`config.mk`:
```
export PLATFORM = sky130hd
export DESIGN_NAME = spi_xfer_sequencer
export DESIGN_NICKNAME = d
export VERILOG_FILES = /design/src/rtl/spi_xfer_sequencer.sv
export SDC_FILE = /design/constraint.sdc
export NUM_CORES = 1
export LEC_CHECK = 0
export BUFFER_PORTS_ARGS = -buffer_cell sky130_fd_sc_hd__buf_2
export CORE_ASPECT_RATIO = 0.8
export CORE_UTILIZATION = 55
export CTS_CLUSTER_DIAMETER = 100
export CTS_CLUSTER_SIZE = 8
export DETAILED_ROUTE_END_ITERATION = 8
export GPL_TIMING_DRIVEN = 0
export PLACE_DENSITY = 0.84
export SLEW_MARGIN = 30
export SYNTH_ARGS = -nofsm -noshare
export SYNTH_HDL_FRONTEND = slang
export SYNTH_SLANG_ARGS = --single-unit
```
`constraint.sdc`:
```
create_clock -name FastClk -period 3.42 [get_ports FastClk]
set_input_delay 0.342 -clock FastClk [delete_from_list [all_inputs] [get_ports FastClk]]
set_output_delay 0.342 -clock FastClk [all_outputs]
set_load 0.03 [all_outputs]
```
`src/rtl/spi_xfer_sequencer.sv`:
```
// Multi-byte SPI mode-0 transfer engine between the SPI_CNT register and TX/RX RAMs.
// Build option: define SPI_WAIT_TOKEN_EN for wait-token mode and its timeout counter.
module spi_xfer_sequencer #(
    parameter int SLOW_HALF     = 16,
    parameter int TOKEN_TIMEOUT = 1024
) (
    input  logic        FastClk,
    input  logic        nReset,
    input  logic        CntWrite,
    input  logic [15:0] CntData,
    output logic [15:0] Status,
    output logic        Busy,
    output logic        Done,
    output logic [8:0]  TXAddr,
    input  logic [7:0]  TXData,
    output logic [8:0]  RXAddr,
    output logic [7:0]  RXData,
    output logic        RXWrite,
    output logic        SPI_Clk,
    output logic        SPI_Do,
    input  logic        SPI_Di,
    output logic        SPI_Cs
);
    typedef enum logic [2:0] {
        S_IDLE, S_FETCH, S_SHIFT, S_STORE, S_DONE
    } state_t;

    localparam int DW = $clog2(SLOW_HALF);
    localparam int TW = $clog2(TOKEN_TIMEOUT + 1);

    state_t        state_q, state_d;
    logic [8:0]    len_q, idx_q;
    logic [1:0]    mode_q;
    logic          slow_q, cs_q;
    logic [2:0]    bit_q;
    logic          phase_q, fresh_q;
    logic [DW-1:0] div_q;
    logic [7:0]    tx_q, rx_q;
    logic [7:0]    tx_sel, tx_cur;
    logic          load, start, half_end, last_byte;
    logic          discard, expire, tmo;
    logic          unused_bits;

    assign load      = CntWrite && (state_q == S_IDLE);
    assign start     = load && CntData[15];
    assign half_end  = !slow_q || (div_q == DW'(SLOW_HALF - 1));
    assign last_byte = (idx_q == len_q);
    assign tx_sel    = mode_q[1] ? 8'hFF : TXData;
    // TX RAM data only lands in the first shift cycle, so bypass the latch then
    assign tx_cur    = fresh_q ? tx_sel : tx_q;
    assign unused_bits = ^CntData[13:12];

`ifdef SPI_WAIT_TOKEN_EN
    logic          tok_q, tmo_q;
    logic [TW-1:0] tcnt_q;

    assign discard = (mode_q == 2'b11) && !tok_q && (rx_q == 8'hFF);
    assign expire  = discard && (tcnt_q == TW'(TOKEN_TIMEOUT - 1));
    assign tmo     = tmo_q;

    always_ff @(posedge FastClk) begin
        if (!nReset) begin
            tok_q  <= 1'b0;
            tmo_q  <= 1'b0;
            tcnt_q <= '0;
        end else begin
            if (load) tmo_q <= 1'b0;
            if (start) begin
                tok_q  <= 1'b0;
                tcnt_q <= '0;
            end
            if (state_q == S_STORE) begin
                if (expire) tmo_q <= 1'b1;
                else if (discard) tcnt_q <= tcnt_q + TW'(1);
                else tok_q <= 1'b1;
            end
        end
    end
`else
    assign discard = 1'b0;
    assign expire  = 1'b0;
    assign tmo     = 1'b0;
`endif

    always_ff @(posedge FastClk) begin
        if (!nReset) state_q <= S_IDLE;
        else state_q <= state_d;
    end

    always_comb begin
        state_d = state_q;
        unique case (state_q)
            S_IDLE:  if (start) state_d = S_FETCH;
            S_FETCH: state_d = S_SHIFT;
            S_SHIFT: if (half_end && phase_q && bit_q == 3'd0) state_d = S_STORE;
            S_STORE: begin
                if (expire) state_d = S_DONE;
                else if (discard) state_d = S_FETCH;
                else if (last_byte) state_d = S_DONE;
                else state_d = S_FETCH;
            end
            S_DONE:  state_d = S_IDLE;
            default: state_d = S_IDLE;
        endcase
    end

    always_comb begin
        Busy    = 1'b0;
        Done    = 1'b0;
        RXWrite = 1'b0;
        SPI_Clk = 1'b0;
        SPI_Do  = 1'b1;
        unique case (state_q)
            S_FETCH: Busy = 1'b1;
            S_SHIFT: begin
                Busy    = 1'b1;
                SPI_Clk = phase_q;
                SPI_Do  = tx_cur[bit_q];
            end
            S_STORE: begin
                Busy    = 1'b1;
                RXWrite = (mode_q != 2'b01) && !discard;
            end
            S_DONE:  Done = 1'b1;
            default: ;
        endcase
    end

    always_ff @(posedge FastClk) begin
        if (!nReset) begin
            len_q   <= '0;
            mode_q  <= '0;
            slow_q  <= 1'b0;
            cs_q    <= 1'b0;
            idx_q   <= '0;
            bit_q   <= 3'd7;
            phase_q <= 1'b0;
            fresh_q <= 1'b0;
            div_q   <= '0;
            tx_q    <= '0;
            rx_q    <= '0;
        end else begin
            if (load) begin
                len_q  <= CntData[8:0];
                mode_q <= CntData[10:9];
                slow_q <= CntData[11];
                cs_q   <= CntData[14];
            end
            if (start) idx_q <= '0;
            if (state_q == S_FETCH) begin
                fresh_q <= 1'b1;
                bit_q   <= 3'd7;
                phase_q <= 1'b0;
                div_q   <= '0;
            end
            if (state_q == S_SHIFT) begin
                fresh_q <= 1'b0;
                if (fresh_q) tx_q <= tx_sel;
                // MISO is taken on the first cycle of the high phase
                if (phase_q && div_q == '0) rx_q <= {rx_q[6:0], SPI_Di};
                if (half_end) begin
                    div_q   <= '0;
                    phase_q <= !phase_q;
                    if (phase_q) bit_q <= bit_q - 3'd1;
                end else begin
                    div_q <= div_q + DW'(1);
                end
            end
            if (state_q == S_STORE && !discard && !last_byte)
                idx_q <= idx_q + 9'd1;
        end
    end

    assign Status = {Busy, cs_q, 1'b0, tmo, slow_q, mode_q, len_q};
    assign TXAddr = idx_q;
    assign RXAddr = idx_q;
    assign RXData = rx_q;
    assign SPI_Cs = !cs_q;
endmodule

```
* Word level (Yosys, flattened, before mapping)
Cells that the tools add are included.
** Storage, ports and cells
- Input bits :: 28
- Flip-flop bits (word level) :: 50
** Cells by class
- $add $sub $neg :: 3
- Order comparisons :: 1
- Bitwise logic cells :: 1
- Mux-type cells :: 25
- Equality and inequality tests :: 9
- Reductions and logical operators :: 20
** Operator list (count)
- 3-bit 2-to-1 mux :: 7
- 9-bit 2-to-1 mux :: 2
- 8-bit 2-to-1 mux :: 2
- 4-bit 2-to-1 mux :: 3
- 3-bit one-hot mux with 4 select lines :: 1
- 9-bit by 1-bit adder with 9-bit output (second input constant) :: 1
- 9-bit equality test :: 1
- 1-bit 2-to-1 mux :: 9
- 3-bit by 2-bit equality test with 1-bit output (second input constant) :: 2
- 1-bit logical AND :: 6
- 3-bit zero test :: 2
- 4-bit by 1-bit adder with 4-bit output (second input constant) :: 1
- 4-bit equality test (second input constant) :: 1
- 1-bit zero test :: 4
- 4-bit zero test :: 1
- 3-bit by 4-bit less-than comparator with 1-bit output (second input constant) :: 1
- 2-bit != test (second input constant) :: 2
- 2-bit AND reduction :: 2
- 2-bit nonzero test :: 2
- 1-bit binary-select mux with 3-bit select :: 1
- 3-bit by 1-bit equality test with 1-bit output (second input constant) :: 1
- 3-bit equality test (second input constant) :: 1
- 3-bit OR reduction :: 1
- 3-bit by 1-bit subtractor with 3-bit output (second input constant) :: 1
- 4 further kinds :: 4

* Longest topological paths before layout
Gate-level depths: netlist of run 1.
- Word-level depth :: 6
- Depth in mapped cells :: 7
- Mapped depth without buffers :: 6

* Least setup slack after synthesis of run 1
No wires, ideal clock.
- Path kind :: register to output
- Start point :: reg mode_q[1]
- End point :: out SPI_Do
- Required time :: 3078 ps
- Path buffers :: 1
- Data arrival time :: 2212 ps
- Stages on the path, launching flop included :: 6
- Path slack :: 866 ps
- Path through :: dfxtp_1 -> buf_2 -> nor2_1 -> a211oi_1 -> a2111oi_0 -> o41ai_1
** Between the ends
- Cells in the longest elaborated chain, start to end :: 5
** RTL lines
- start, declared :: RTL line 33 : logic [1:0] mode_q;
- start signal, assigned :: RTL line 145 : mode_q <= CntData[10:9];
- 8-bit 2-to-1 mux :: RTL line 48 : assign tx_sel = mode_q[1] ? 8'hFF : TXData;
- 8-bit 2-to-1 mux
- 1-bit binary-select mux with 3-bit select :: RTL line 118 : SPI_Do = tx_cur[bit_q];
- 1-bit 2-to-1 mux (not written as such) :: RTL line 118
- 1-bit 2-to-1 mux :: RTL line 113 : unique case (state_q)
- end, declared :: RTL line 20 : output logic SPI_Do,
No other way between the ends. The select of a mux whose other input is x is not followed.

* Final worst setup path of run 1
- Start point :: reg fresh_q
- End point :: out SPI_Do
** Between the ends
- Cells in the longest elaborated chain, start to end :: 4
** RTL lines
- start, declared :: RTL line 36 : logic phase_q, fresh_q;
- start signal, assigned :: RTL line 138 : fresh_q <= 1'b0;
- start signal, assigned :: RTL line 151 : fresh_q <= 1'b1;
- start signal, assigned :: RTL line 157 : fresh_q <= 1'b0;
- 8-bit 2-to-1 mux
- 1-bit binary-select mux with 3-bit select :: RTL line 118
- 1-bit 2-to-1 mux (not written as such) :: RTL line 118
- 1-bit 2-to-1 mux :: RTL line 113
No other way between the ends. The select of a mux whose other input is x is not followed.

==> results.md, run 1 <==
- Top Ports: 76
- DIE HEIGHT: 62.77 um
- Crit path required time: 3080 ps
- Drc violations: 0
- Setup-failing EPs final: 0
- Pre-antenna DRT Iters: 5
- Number of synthesized register bits: 50
- GRT overflow: 0
- Leading area contributor after synthesis: dfxtp_1
- ANT nets after route: 0
- Worst reg2reg path depth: 5
- Hold Violations, Final: 0
- WP data arrival: 2030 ps
- Area grow syn2layout: 21.14%
- Hold Path Depth: 3
- MaxCap Viol Count: 0
- Clk_lat worst skew: 300 ps
- Antenna diodes: 0
- Cell family with most CP delay: compound AO/OA/AOI/OAI gates
- Peak supply drop: 344.0 uV
- Sum Neg Setup Slack: 0 ps
- Post-Synthesis Cells: 305
- Largest net degree at the start of global routing: 15
- Clk root buf: clkbuf_8
- Wire per inst: 13.97 um
- Element type at the critical path end: primary output
- Max frequency: 422.0 MHz
- Drt initial violations: 216
- Hold path start: SPI_Di
- Worst-path clk slew: 90 ps
- Fin Hold WS: 272.7 ps
- Post-synth EDFFs: 0
- CTS Buffer Depth: 2
- Power Density: 517.9 mW/mm^2
- Most used cell, CP: buf_2
- RR Endpoint: RXAddr[2]
- Synth warn: 0
- Max FO, Critical Path: 10
- Global-route wire length before repair: 10,170 um
- Synthesized cell area: 0.002539 sq mm
- DR vias/cell: 5.419
- Final wirelength: 6173 um
- CTS Buf Count: 5
- Rows: 21
- Crit path buf inv count: 3
- Crit path cell chain: buf_2 -> buf_2 -> a21oi_1 -> a2111oi_0 -> o41ai_1 -> buf_2
- Clock sink count: 50
- Post-synthesis average cell area: 8.324 sq um
- Unrepaired setup endpoints after global routing: false
- Fillers: 359
- Cts hold-fix bufs: 0
- GRT Total Usage: 26.22%
- Core ar.: 0.004309 sq mm
- CP startpoint kind: flip-flop
- Reg2Reg Setup Slack: 1650 ps
- Post-CTS Resized: 0
- Ys flop type: dfxtp_1
- Hold Path Class: input port to flip-flop
- Overall die area: 0.004893 sq mm
- Vias: 2,395
- Synth top area share: 39.43%
- Synth cell types: 44
- CTS tree: yes
- NumNets Final: 417
- Vias in the first global route: 2,130
- RD Place Congestion: 0.9171
- Setup Skew: 7.314 ps
- H-tree depth: 2
- Hold EP: RXData[0]
- Post-CTS Setup Inserts: 0
- Run status: completed
- Slew headroom: 59.63%
- Min cycle time layout: 2370 ps
- Largest cells by area after synthesis: dfxtp_1, nand2_1, nor2_1, mux2i_1, a21oi_1
- Sequential share of the synthesized area: 39.43%
- Leak: 1.457 nW
- Worst slew pin tran: 605.6 ps
- Share of cells above drive strength 1: 28.83%
- Ys async rst share: 0%
- RR Startpoint: RXAddr[5]
- Critical Setup Path Class: flip-flop to primary output
- DPL Wire Length: 4522 um
- Die W: 77.96 um
- Initial antenna violation count: 0
- Crit-path max cell delay: 500 ps
- IO Port Bufs: 71
- Period utilisation layout: 69.28%
- Slowest CP cell: a2111oi_0
- Max Slew Vio Count: 0
- Initial Utilization: 58.91%
cell type report:
type	count	area (sq um)	area share (%)
multi-input combinational	218	1321	42.96
sequential	50	1001	32.55
timing repair buffer	71	355.3	11.55
buffer	29	186.4	6.062
clock buffer	7	76.32	2.482
tap	57	71.32	2.319
inverter	9	33.78	1.098
clock inverter	1	30.03	0.9764
layout by cell type, fill, tap and decap left out, drive strengths merged, types with 3 or more instances in the layout:
cell type   n
a2111oi     4
a211oi     10
a21oi      26
a221o       4
a22o        3
and2        3
buf        95
clkbuf     12
dfxtp      50
ha          5
inv         9
mux2i      13
nand2      44
nand2b      5
nand3       8
nand4       7
nor2       43
nor3        5
nor4        3
o21ai       4
xnor2      13
layer usage:
metal  share of wire, %  global-route usage [%]
met5                  0                       0
met4               0.91                   8.333
met3                7.8                   4.088
met2                 44                   39.93
met1                 47                   37.92
logic make-up after synthesis:
family                   Yosys count  synth area share [%]
AO/OA/AOI/OAI                     57                 14.98
XOR/XNOR                          14                 4.830
adder cells (fa/ha/maj)            5                 2.464
buffers and inverters             38                 8.674
flip-flops                        50                 39.43
multiplexers                      14                 5.569
other                              1                0.1477
AND/OR/NAND/NOR                  126                 23.90
worst max path at each step:
stage | start | end | cells after the start
after CTS | fresh_q | SPI_Do | 6
final | fresh_q | SPI_Do | 6
after global routing | fresh_q | SPI_Do | 6
after floorplan | mode_q[1] | SPI_Do | 5
after detailed placement | fresh_q | SPI_Do | 6
after global placement | mode_q[1] | SPI_Do | 6
metrics by stage:
step	power, mW	instances	utilization, %	setup WS [ps]	cell area [sq um]
floorplan	1.059	306	-	865.5	2542
global placement	1.177	434	68.90	1485	2969
detailed placement	1.194	434	68.90	1377	2969
CTS	1.597	442	71.37	1016	3075
global route	1.677	442	71.37	914.5	3075
finish	1.593	442	71.37	1050	3075
flip-flops by register name, indices dropped and copies added, names as in the netlist:
name	flops
cs_q	1
fresh_q	1
slow_q	1
div_q	4
tx_q	8
phase_q	1
RXAddr	9
state_q	3
bit_q	3
RXData	8
mode_q	2
len_q	9
worst reg2reg max path, delay by kind of cell, from the launching register on:
kind	cells	cell delay (ps)
xor gates and xnor gates	1	160
DFF	1	510
AOI/OAI and AO/OA	1	320
and+or+nand+nor	3	670
report_power, final:
| part | internal (mW) | switching [mW] | total [mW] |
|---|---|---|---|
| combinational | 0.180 | 0.348 | 0.528 |
| sequential | 0.625 | 0.0359 | 0.661 |
| clock | 0.219 | 0.185 | 0.404 |
Yosys cell counts (2+ instances only):
cell / n
a211oi_1: 10
mux2i_1: 13
nor2_2: 2
buf_4: 14
a2111oi_0: 4
nand3_1: 8
nor3_1: 4
and2_1: 3
nand2b_1: 4
nor2_1: 41
dfxtp_1: 50
a21oi_1: 25
a22o_1: 3
nand3b_1: 2
o21ai_0: 4
and3_1: 2
nand2_1: 44
clkbuf_1: 5
a221o_1: 4
ha_1: 5
inv_1: 8
xnor2_1: 13
nor4_1: 3
buf_2: 8
buf_6: 2
nand4_1: 6
(Power assumes the default switching activity.)
==> run 2, diff against run 1 <==
--- a/config.mk
+++ b/config.mk
@@ -7,12 +7,12 @@
 export LEC_CHECK = 0
 export BUFFER_PORTS_ARGS = -buffer_cell sky130_fd_sc_hd__buf_2
 export CORE_ASPECT_RATIO = 0.8
-export CORE_UTILIZATION = 55
+export CORE_UTILIZATION = 46
 export CTS_CLUSTER_DIAMETER = 100
 export CTS_CLUSTER_SIZE = 8
 export DETAILED_ROUTE_END_ITERATION = 8
 export GPL_TIMING_DRIVEN = 0
-export PLACE_DENSITY = 0.84
+export PLACE_DENSITY = 0.75
 export SLEW_MARGIN = 30
 export SYNTH_ARGS = -nofsm -noshare
 export SYNTH_HDL_FRONTEND = slang
==> constraint.sdc (replaced) <==
create_clock -name FastClk -period 2.1 [get_ports FastClk]
set_input_delay 0.21 -clock FastClk [delete_from_list [all_inputs] [get_ports FastClk]]
set_output_delay 0.21 -clock FastClk [all_outputs]
set_load 0.03 [all_outputs]
==> results.md, run 2 (synthesis gave the netlist of run 1 again) <==
- Run status: completed
- Cts hold-fix bufs: 0 (unchanged)
- Area grow syn2layout: 23.76%
- Area after DPL: 0.002983 sq mm (+0.46%)
- Slew headroom: 65.22% (+5.6 points)
- Fin Hold WS: 132.0 ps (-140.7 ps)
- Clock sink count: 50 (unchanged)
- Critical path endpoint: SPI_Do
- RR Endpoint: RXAddr[5]
- Initial antenna violation count: 0 (unchanged)
- H-tree depth: 2 (unchanged)
- Global-route wire length before repair: 9508 um (-6.5%)
- Hold path start: CntData[8]
- MaxCap Viol Count: 0 (unchanged)
- Hold Path Depth: 3 (unchanged)
- Rows: 23 (+9.5%)
- NumNets Final: 417 (unchanged)
- Max frequency: 497.3 MHz
- Unrepaired setup endpoints after global routing: false
- Antenna diodes: 0 (unchanged)
- DPL Wire Length: 4368 um (-3.4%)
- Reg2Reg Setup Slack: 400 ps (-1250 ps)
- Leak: 1.462 nW (+0.35%)
- Final Cell Area: 0.003142 sq mm (+2.2%)
- Critical Setup Path Class: flip-flop to primary output
- Period utilisation layout: 95.75%
- Sum Neg Setup Slack: 0 ps (unchanged)
- Drc violations: 0 (unchanged)
- Final wirelength: 5801 um (-6.0%)
- Worst slew pin tran: 521.8 ps (-83.78 ps)
- CTS tree: yes
- DR vias/cell: 5.199 (-4.0%)
- DIE HEIGHT: 68.45 um (+9.0%)
- Max FO, Critical Path: 10 (unchanged)
- ANT nets after route: 0 (unchanged)
- CTS Buffer Depth: 2 (unchanged)
- Largest net degree at the start of global routing: 15 (unchanged)
- CTS Buf Count: 5 (unchanged)
- Crit path required time: 1890 ps (-1190 ps)
- Overall die area: 0.005822 sq mm (+19%)
- Setup Skew: 6.466 ps (-0.8483 ps)
- Wire per inst: 12.98 um (-7.1%)
- Hold Violations, Final: 0 (unchanged)
- Worst-path clk slew: 80 ps (about the same)
- Vias: 2,324 (-3.0%)
- RD Place Congestion: 0.8813 (-3.9%)
- Element type at the critical path end: primary output
- Pre-CTS setup slack: 199.3 ps (-1178 ps)
- Worst reg2reg path depth: 5 (unchanged)
- Max Slew Vio Count: 0 (unchanged)
- Top Ports: 76 (unchanged)
- Vias in the first global route: 2,008 (-5.7%)
- Drt initial violations: 131 (-39%)
- Setup ws final: 89.20 ps (-961.3 ps)
- Most frequent cells in the layout: buf_2, dfxtp_1, nand2_1, nor2_1, a21oi_1
- IO Port Bufs: 71 (unchanged)
- Setup-failing EPs final: 0 (unchanged)
- GRT Total Usage: 21.12% (-5.1 points)
- Peak supply drop: 451.8 uV (+31%)
- Pre-antenna DRT Iters: 4 (-1)
- Core ar.: 0.005151 sq mm (+20%)
- CP startpoint kind: flip-flop
- Clk_lat worst skew: 310 ps (about the same)
- Share of cells above drive strength 1: 32.21% (+3.4 points)
- Initial Utilization: 49.28% (-9.6 points)
- Critical Path Source: mode_q[1]
- Clk root buf: clkbuf_8
- GRT overflow: 0 (unchanged)
- Die W: 85.06 um (+9.1%)
- Commonest non-fill, non-tap cell in the layout: buf_2
- Power Density: 808.5 mW/mm^2 (+56%)
- Min cycle time layout: 2011 ps
- Hold Path Class: input port to flip-flop
- WP data arrival: 1800 ps (-230 ps)
- RR Startpoint: RXAddr[5]
-- run 2: changes by cell type in the layout (fill, tap and decap cells not counted), sizes merged --
cell | previous run | this run
clkinv | 0 | 1
bufinv | 1 | 0
clkbuf | 12 | 13
buf | 95 | 94
-- run 2: worst max-delay path: stages (launching register included) --
cell and delay [ps]:
dfxtp_1 340, buf_4 180, nor2_1 90, a211oi_2 260, a2111oi_2 90, o41ai_2 330, buf_4 210
-- run 2: metal layers --
metal,global-route usage [%],part of all wire [%]
met4,6.568,0.91
met1,30.25,51
met3,3.498,4.5
met2,32.66,44
met5,0,0
-- run 2: worst min-delay path by stage --
| stage | end |
|---|---|
| floorplan | div_q[3] |
| global placement | RXData[0] |
| detailed placement | len_q[2] |
| CTS | len_q[2] |
| global route | len_q[2] |
| finish | len_q[8] |
-- run 2: what timing repair did --
item                                    CTS  global route
pin swaps                                 0             4
setup buffers                             0             0
resized for setup                        14             6
endpoints found under the setup margin    1             1
-- run 2: per-stage QoR --
stage | power, mW | cells | util [%]
3_5_place_dp | 1.935 | 439 | 57.91
3_3_place_gp | 1.924 | 439 | 57.91
2_1_floorplan | 1.729 | 306 | -
4_1_cts | 2.539 | 447 | 60.53
5_1_grt | 2.691 | 447 | 60.99
6_report | 2.540 | 447 | 60.99
-- run 2: layout make-up --
cell class	count	area, sq um
fillers	475	2009
multi-input cells	218	1381
flip-flops and latches	50	1002
repair buffers	71	357.8
plain buffers	29	197.7
clock buffers	7	86.33
well taps	62	77.57
inverters	9	33.78
clock inverters	1	5.005
-- run 2: power breakdown --
part / total [mW] / internal [mW] / leakage (nW) / switching [mW]
sequential: 1.07 / 1.02 / 0.405 / 0.0569
clock: 0.580 / 0.266 / 0.0482 / 0.314
combinational: 0.886 / 0.318 / 1.01 / 0.567
total: 2.54 / 1.60 / 1.46 / 0.938
